[src/rtl/fl_pkg.sv]
// Shared constants, flag layout and operand classification for the pipelined FP units.
package fl_pkg;

  localparam int unsigned EXP_W_DEF = 8;
  localparam int unsigned MAN_W_DEF = 23;
  localparam int unsigned W         = 1 + EXP_W_DEF + MAN_W_DEF;
  localparam int unsigned BIAS      = 2 ** (EXP_W_DEF - 1) - 1;

  localparam int unsigned FLG_NV = 3;
  localparam int unsigned FLG_OF = 2;
  localparam int unsigned FLG_UF = 1;
  localparam int unsigned FLG_NX = 0;

  localparam logic RND_RNE = 1'b0;
  localparam logic RND_RTZ = 1'b1;

  typedef struct packed {
    logic zero;
    logic inf;
    logic nan;
    logic snan;
  } fl_class_t;

  // Width-agnostic: the caller reduces the exponent/fraction fields. Denormals count as zero.
  function automatic fl_class_t classify(input logic exp_zero, input logic exp_ones,
                                         input logic frac_zero, input logic frac_msb);
    fl_class_t c;
    c.zero = exp_zero;
    c.inf  = exp_ones & frac_zero;
    c.nan  = exp_ones & ~frac_zero;
    c.snan = exp_ones & ~frac_zero & ~frac_msb;
    return c;
  endfunction

endpackage

[src/rtl/fl_mul_round.sv]
// Combinational normalise, round and pack of a raw significand product with biased exponent.
module fl_mul_round import fl_pkg::*; #(
  parameter int unsigned EXP_W = EXP_W_DEF,
  parameter int unsigned MAN_W = MAN_W_DEF
) (
  input  logic                     sign_i,
  input  logic signed [EXP_W+1:0]  exp_i,
  input  logic [2*MAN_W+1:0]       prod_i,
  input  logic                     rnd_i,
  output logic [EXP_W+MAN_W:0]     res_o,
  output logic [3:0]               flags_o
);

  localparam int unsigned SW = MAN_W + 1;
  localparam int unsigned PW = 2 * SW;
  localparam int unsigned XW = EXP_W + 2;
  localparam logic signed [XW-1:0] EXP_MAX = XW'(2 ** EXP_W - 1);

  logic [PW-1:0]          norm;
  logic signed [XW-1:0]   exp_n, exp_f;
  logic [SW-1:0]          mant;
  logic                   g, r, s, inc, nx;
  logic [SW:0]            mant_r;
  logic [MAN_W-1:0]       frac;

  always_comb begin
    norm   = prod_i[PW-1] ? prod_i : (prod_i << 1);
    exp_n  = exp_i + $signed({{(XW-1){1'b0}}, prod_i[PW-1]});
    mant   = norm[PW-1 -: SW];
    g      = norm[MAN_W];
    r      = norm[MAN_W-1];
    s      = |norm[MAN_W-2:0];
    nx     = g | r | s;
    inc    = (rnd_i == RND_RNE) & g & (r | s | mant[0]);
    mant_r = {1'b0, mant} + (SW+1)'(inc);
    // Rounding carry-out leaves 10..0; renormalise by one place.
    exp_f  = exp_n + $signed({{(XW-1){1'b0}}, mant_r[SW]});
    frac   = mant_r[SW] ? mant_r[SW-1:1] : mant_r[SW-2:0];

    flags_o = '0;
    if (exp_f <= 0) begin
      res_o           = {sign_i, {(EXP_W+MAN_W){1'b0}}};
      flags_o[FLG_UF] = 1'b1;
      flags_o[FLG_NX] = 1'b1;
    end else if (exp_f >= EXP_MAX) begin
      flags_o[FLG_OF] = 1'b1;
      flags_o[FLG_NX] = 1'b1;
      if (rnd_i == RND_RTZ) begin
        res_o = {sign_i, {(EXP_W-1){1'b1}}, 1'b0, {MAN_W{1'b1}}};
      end else begin
        res_o = {sign_i, {EXP_W{1'b1}}, {MAN_W{1'b0}}};
      end
    end else begin
      res_o           = {sign_i, exp_f[EXP_W-1:0], frac};
      flags_o[FLG_NX] = nx;
    end
  end

endmodule

[src/rtl/fl_mul_pipe.sv]
// Three-stage floating-point multiplier with global-stall valid/ready flow control.
module fl_mul_pipe import fl_pkg::*; #(
  parameter int unsigned EXP_W = EXP_W_DEF,
  parameter int unsigned MAN_W = MAN_W_DEF
) (
  input  logic                   clk,
  input  logic                   rst_n,
  input  logic                   in_valid,
  output logic                   in_ready,
  input  logic [EXP_W+MAN_W:0]   in0,
  input  logic [EXP_W+MAN_W:0]   in1,
  input  logic                   rnd_mode,
  output logic                   out_valid,
  input  logic                   out_ready,
  output logic [EXP_W+MAN_W:0]   product,
  output logic [3:0]             flags
);

  localparam int unsigned WL = 1 + EXP_W + MAN_W;
  localparam int unsigned SW = MAN_W + 1;
  localparam int unsigned PW = 2 * SW;
  localparam int unsigned XW = EXP_W + 2;
  localparam logic signed [XW-1:0] BIAS_X = XW'(2 ** (EXP_W - 1) - 1);
  localparam logic [WL-1:0] QNAN = {1'b0, {EXP_W{1'b1}}, 1'b1, {(MAN_W-1){1'b0}}};

  logic                  advance;
  logic [EXP_W-1:0]      ea, eb;
  logic [MAN_W-1:0]      fa, fb;
  fl_class_t             ca, cb;
  logic                  sign_d, spec_d;
  logic [WL-1:0]         sres_d;
  logic [3:0]            sflg_d;
  logic signed [XW-1:0]  exp_d;

  logic                  v1_q, sign1_q, spec1_q, rnd1_q;
  logic signed [XW-1:0]  exp1_q;
  logic [SW-1:0]         ma1_q, mb1_q;
  logic [WL-1:0]         sres1_q;
  logic [3:0]            sflg1_q;

  logic                  v2_q, sign2_q, spec2_q, rnd2_q;
  logic signed [XW-1:0]  exp2_q;
  logic [PW-1:0]         prod2_q;
  logic [WL-1:0]         sres2_q;
  logic [3:0]            sflg2_q;

  logic [WL-1:0]         rnd_res;
  logic [3:0]            rnd_flg;

  assign advance  = ~out_valid | out_ready;
  assign in_ready = advance;

  assign ea = in0[WL-2 -: EXP_W];
  assign eb = in1[WL-2 -: EXP_W];
  assign fa = in0[MAN_W-1:0];
  assign fb = in1[MAN_W-1:0];
  assign ca = classify(ea == '0, &ea, fa == '0, fa[MAN_W-1]);
  assign cb = classify(eb == '0, &eb, fb == '0, fb[MAN_W-1]);

  always_comb begin
    sign_d = in0[WL-1] ^ in1[WL-1];
    exp_d  = $signed({2'b00, ea}) + $signed({2'b00, eb}) - BIAS_X;
    spec_d = 1'b1;
    sres_d = '0;
    sflg_d = '0;
    // NaN beats inf*0 beats inf beats zero; only the normal path reaches S3 rounding.
    if (ca.nan | cb.nan) begin
      sres_d         = QNAN;
      sflg_d[FLG_NV] = ca.snan | cb.snan;
    end else if ((ca.inf & cb.zero) | (ca.zero & cb.inf)) begin
      sres_d         = QNAN;
      sflg_d[FLG_NV] = 1'b1;
    end else if (ca.inf | cb.inf) begin
      sres_d = {sign_d, {EXP_W{1'b1}}, {MAN_W{1'b0}}};
    end else if (ca.zero | cb.zero) begin
      sres_d = {sign_d, {(WL-1){1'b0}}};
    end else begin
      spec_d = 1'b0;
    end
  end

  fl_mul_round #(
    .EXP_W (EXP_W),
    .MAN_W (MAN_W)
  ) u_round (
    .sign_i  (sign2_q),
    .exp_i   (exp2_q),
    .prod_i  (prod2_q),
    .rnd_i   (rnd2_q),
    .res_o   (rnd_res),
    .flags_o (rnd_flg)
  );

  always_ff @(posedge clk) begin
    if (!rst_n) begin
      v1_q      <= 1'b0;
      v2_q      <= 1'b0;
      out_valid <= 1'b0;
      product   <= '0;
      flags     <= '0;
    end else if (advance) begin
      v1_q      <= in_valid;
      v2_q      <= v1_q;
      out_valid <= v2_q;
      if (v2_q) begin
        product <= spec2_q ? sres2_q : rnd_res;
        flags   <= spec2_q ? sflg2_q : rnd_flg;
      end
    end
  end

  // Datapath registers carry no reset; their stage valids qualify them.
  always_ff @(posedge clk) begin
    if (advance) begin
      sign1_q <= sign_d;
      spec1_q <= spec_d;
      rnd1_q  <= rnd_mode;
      exp1_q  <= exp_d;
      ma1_q   <= {1'b1, fa};
      mb1_q   <= {1'b1, fb};
      sres1_q <= sres_d;
      sflg1_q <= sflg_d;

      sign2_q <= sign1_q;
      spec2_q <= spec1_q;
      rnd2_q  <= rnd1_q;
      exp2_q  <= exp1_q;
      prod2_q <= ma1_q * mb1_q;
      sres2_q <= sres1_q;
      sflg2_q <= sflg1_q;
    end
  end

endmodule
[config.mk]
export PLATFORM = sky130hd
export DESIGN_NAME = fl_mul_pipe
export DESIGN_NICKNAME = d
export VERILOG_FILES = /design/src/rtl/fl_pkg.sv /design/src/rtl/fl_mul_round.sv /design/src/rtl/fl_mul_pipe.sv
export SDC_FILE = /design/constraint.sdc
export NUM_CORES = 2
export LEC_CHECK = 0
export ABC_AREA = 1
export BUFFER_PORTS_ARGS = -buffer_cell sky130_fd_sc_hd__buf_2
export CAP_MARGIN = 20
export CORE_ASPECT_RATIO = 0.7
export CORE_MARGIN = 2
export CORE_UTILIZATION = 29
export CTS_BUF_LIST = sky130_fd_sc_hd__clkbuf_16
export DETAILED_ROUTE_END_ITERATION = 10
export HOLD_SLACK_MARGIN = 0.05
export PLACE_DENSITY = 0.52
export SLEW_MARGIN = 20
export SYNTH_ARGS = -nofsm -noshare
export SYNTH_HDL_FRONTEND = slang
export SYNTH_HIERARCHICAL = 1
export SYNTH_SLANG_ARGS = --single-unit
export TNS_END_PERCENT = 5
[constraint.sdc]
create_clock -name clk -period 10.6 [get_ports clk]
set_input_delay 2.12 -clock clk [delete_from_list [all_inputs] [get_ports clk]]
set_output_delay 2.12 -clock clk [all_outputs]
set_load 0.02 [all_outputs]
==> results.sh <==
export IMPL_cp_max_fo=24
export IMPL_path_class="register to register"
export IMPL_maxSlewHeadroom_pct=27.8
export IMPL_cp_common_cell="fa_1"
export IMPL_overflow=0
export IMPL_hp_class="register to register"
export IMPL_grt_pass1_wl_mm=131
export IMPL_clk_pin_slew_worst_paths_ns=0.08
export IMPL_setup_tns_final_ns=0
export IMPL_clock_path_buffers=2
export IMPL_max_cap_violations=0
export IMPL_clk_insertion_delay_late_ns=0.52
export IMPL_synth_seq_area_share_pct=16.3
export IMPL_rsz0062_at_grt="no"
export IMPL_cts_made_buffers=17
export IMPL_yosysWarnings=6
export IMPL_fp_dieW_um=378
export IMPL_synth_area_um2=28400
export IMPL_yosysTopAreaCellShare_pct=34.1
export IMPL_synth_seq_cells=167
export IMPL_netlist_top_cells_area="fa_1 (34%), inv_1 (14%), nand2_1 (14%), edfxtp_1 (14%), ha_1 (8.4%)"
export IMPL_rows=96
export IMPL_crit_chain="nand2_1 -> fa_1 -> inv_1 -> fa_1 -> inv_1 -> fa_1 -> fa_1 -> inv_1 -> fa_1 -> fa_1 -> inv_1 -> fa_1 -> inv_1 -> ha_1 -> nand2_1 -> nor2_1 -> nand2_1 -> nor2_1 -> o21ai_1 -> nand3_2 -> nand2_1 -> nand3_1 -> nand2_1"
export IMPL_cp_end_kind="register"
export IMPL_hold_buffers=0
export IMPL_layout_drive_gt1_share_pct=6.79
export IMPL_cts_root_buf="clkbuf_16"
export IMPL_utilization_pct=31.9
export IMPL_place_hpwl_mm=63.4
export IMPL_ys_types=44
export IMPL_report_final_hold_viol_count=0
export IMPL_antenna_found_initial=1
export IMPL_syn2layout_area_growth_pct=9.49
export IMPL_seq_area_um2=4620
export IMPL_cts_max_level=4
export IMPL_multi_input_area_um2=19200
export IMPL_io_buffers=106
export IMPL_dr_pass1_iters=5
export IMPL_initial_utilization_pct=29.1
export IMPL_gp_congestion=0.874
export IMPL_die_h_um=266
export IMPL_cpLargestDelayFamily="adder cells"
export IMPL_timing_hold_ws_ns=0.417
export IMPL_ios=107
export IMPL_reg2reg_depth=23
export IMPL_worst_path_buf_inv=5
export IMPL_cts_tree="built"
export IMPL_arrival_ns=7.14
export IMPL_track_usage_pct=17.0
export IMPL_cp_slowest_stage_delay_ns=1.07
export IMPL_drc=0
export IMPL_crit_slowest_cell="edfxtp_1"
export IMPL_dr_total_vias=22100
export IMPL_grt_pass1_vias=23400
export IMPL_layout_common_cells="inv_1 (1,085), nand2_1 (1,085), fa_1 (484)"
export IMPL_post_drt_wl_per_cell_um=15.7
export IMPL_skew_ns=0.0193
export IMPL_viasPerCell=4.34
export IMPL_cp_num_cells=23
export IMPL_core_area_um2=97700
export IMPL_setup_violations=0
export IMPL_worstMarginPinSlew_ns=1.08
export IMPL_cts_setup_buffers=0
export IMPL_critPathRequiredTime_ns=10.86
export IMPL_hold_path_cell_count=0
export IMPL_fillers=10500
export IMPL_avgSynthCellArea_um2=7.72
export IMPL_status="finished, final reports clean"
export IMPL_cp_start_kind="register"
export IMPL_antenna_left=0
export IMPL_synth_cells=3687
export IMPL_post_cts_resized=0
export IMPL_fmax_mhz=145
export IMPL_cts_sinks=167
export IMPL_synth_top_area_cell="fa_1"
export IMPL_finalWirelength_mm=79.6
export IMPL_antennaDiodeCount=0
export IMPL_grt_max_degree=71
export IMPL_die_area_um2=101000
export IMPL_finalMaxSlewViolations=0
export IMPL_fin_crit_sh_pct=64.8
export IMPL_syn_nets=4430
export IMPL_r2r_setup_slack_ns=3.73
export IMPL_post_route_min_period_ns=6.87
export IMPL_finalNetCount=4484
export IMPL_drt_iter0_drc=1719
[sequential cells by signal, indices dropped and copies added (netlist names), 3 cells and up]
signal / flops
product: 32
sres1_q: 3
sres2_q: 3
exp2_q: 10
flags: 4
mb1_q: 23
exp1_q: 10
prod2_q: 48
ma1_q: 23
[per-layer routing]
layer  share of wire [%]  track usage, %  up-vias
li1                    -               -    10700
met1                  51            25.4    10800
met2                  42            25.5      547
met3                 6.7            3.13       41
met4                0.95            3.05        2
met5              0.0088               0        -
[final timing paths]
path	startpoint	endpoint
max	mb1_q[3]	prod2_q[34]
min reg2reg	sflg1_q[3]	sflg2_q[3]
max reg2reg	mb1_q[3]	prod2_q[34]
min	sflg1_q[3]	sflg2_q[3]
[synthesized netlist by cell type (all sizes together)]
cell type and instances:
or2 2, nand2 1096, buf 20, xnor2 10, nor2 196, dfxtp 39
nor3 7, a21oi 75, clkbuf 99, ha 190, o21a 1, nand2b 1
inv 1097, nand4 26, o21ai 35, nor4 3, edfxtp 128, a31oi 14
xor2 38, nand3b 4, nand3 105, o21bai 12, clkinv 2, conb 1
o211ai 2, fa 484
[cell type report]
class	count	share of cell area, %
multi-input combinational	2302	61.6
sequential	167	14.8
inverter	1099	13.3
tap	1323	5.31
timing repair buffer	154	2.90
clock buffer	18	1.45
clock inverter	14	0.639
[metrics by stage]
| stage | cells | cell area [um2] | worst slack [ns] |
|---|---|---|---|
| finish | 5077 | 31100 | 3.73 |
| floorplan | 3687 | 28400 | 3.67 |
| detailed placement | 5043 | 30500 | 3.81 |
| CTS | 5075 | 31100 | 3.76 |
| global placement | 5043 | 30500 | 3.86 |
| global route | 5077 | 31100 | 3.32 |
[cell families after synthesis]
logic type / share of synthesized area, %
buffers and inverters: 16.3
flip-flops: 16.3
AO/OA/AOI/OAI: 2.69
other: 0.0132
adder cells (fa/ha/maj): 42.4
XOR/XNOR: 1.54
AND/OR/NAND/NOR: 20.8
Power is left out: the tool's default activity adds up to more than one toggle a clock period on the data nets, which glitch-free logic cannot reach.
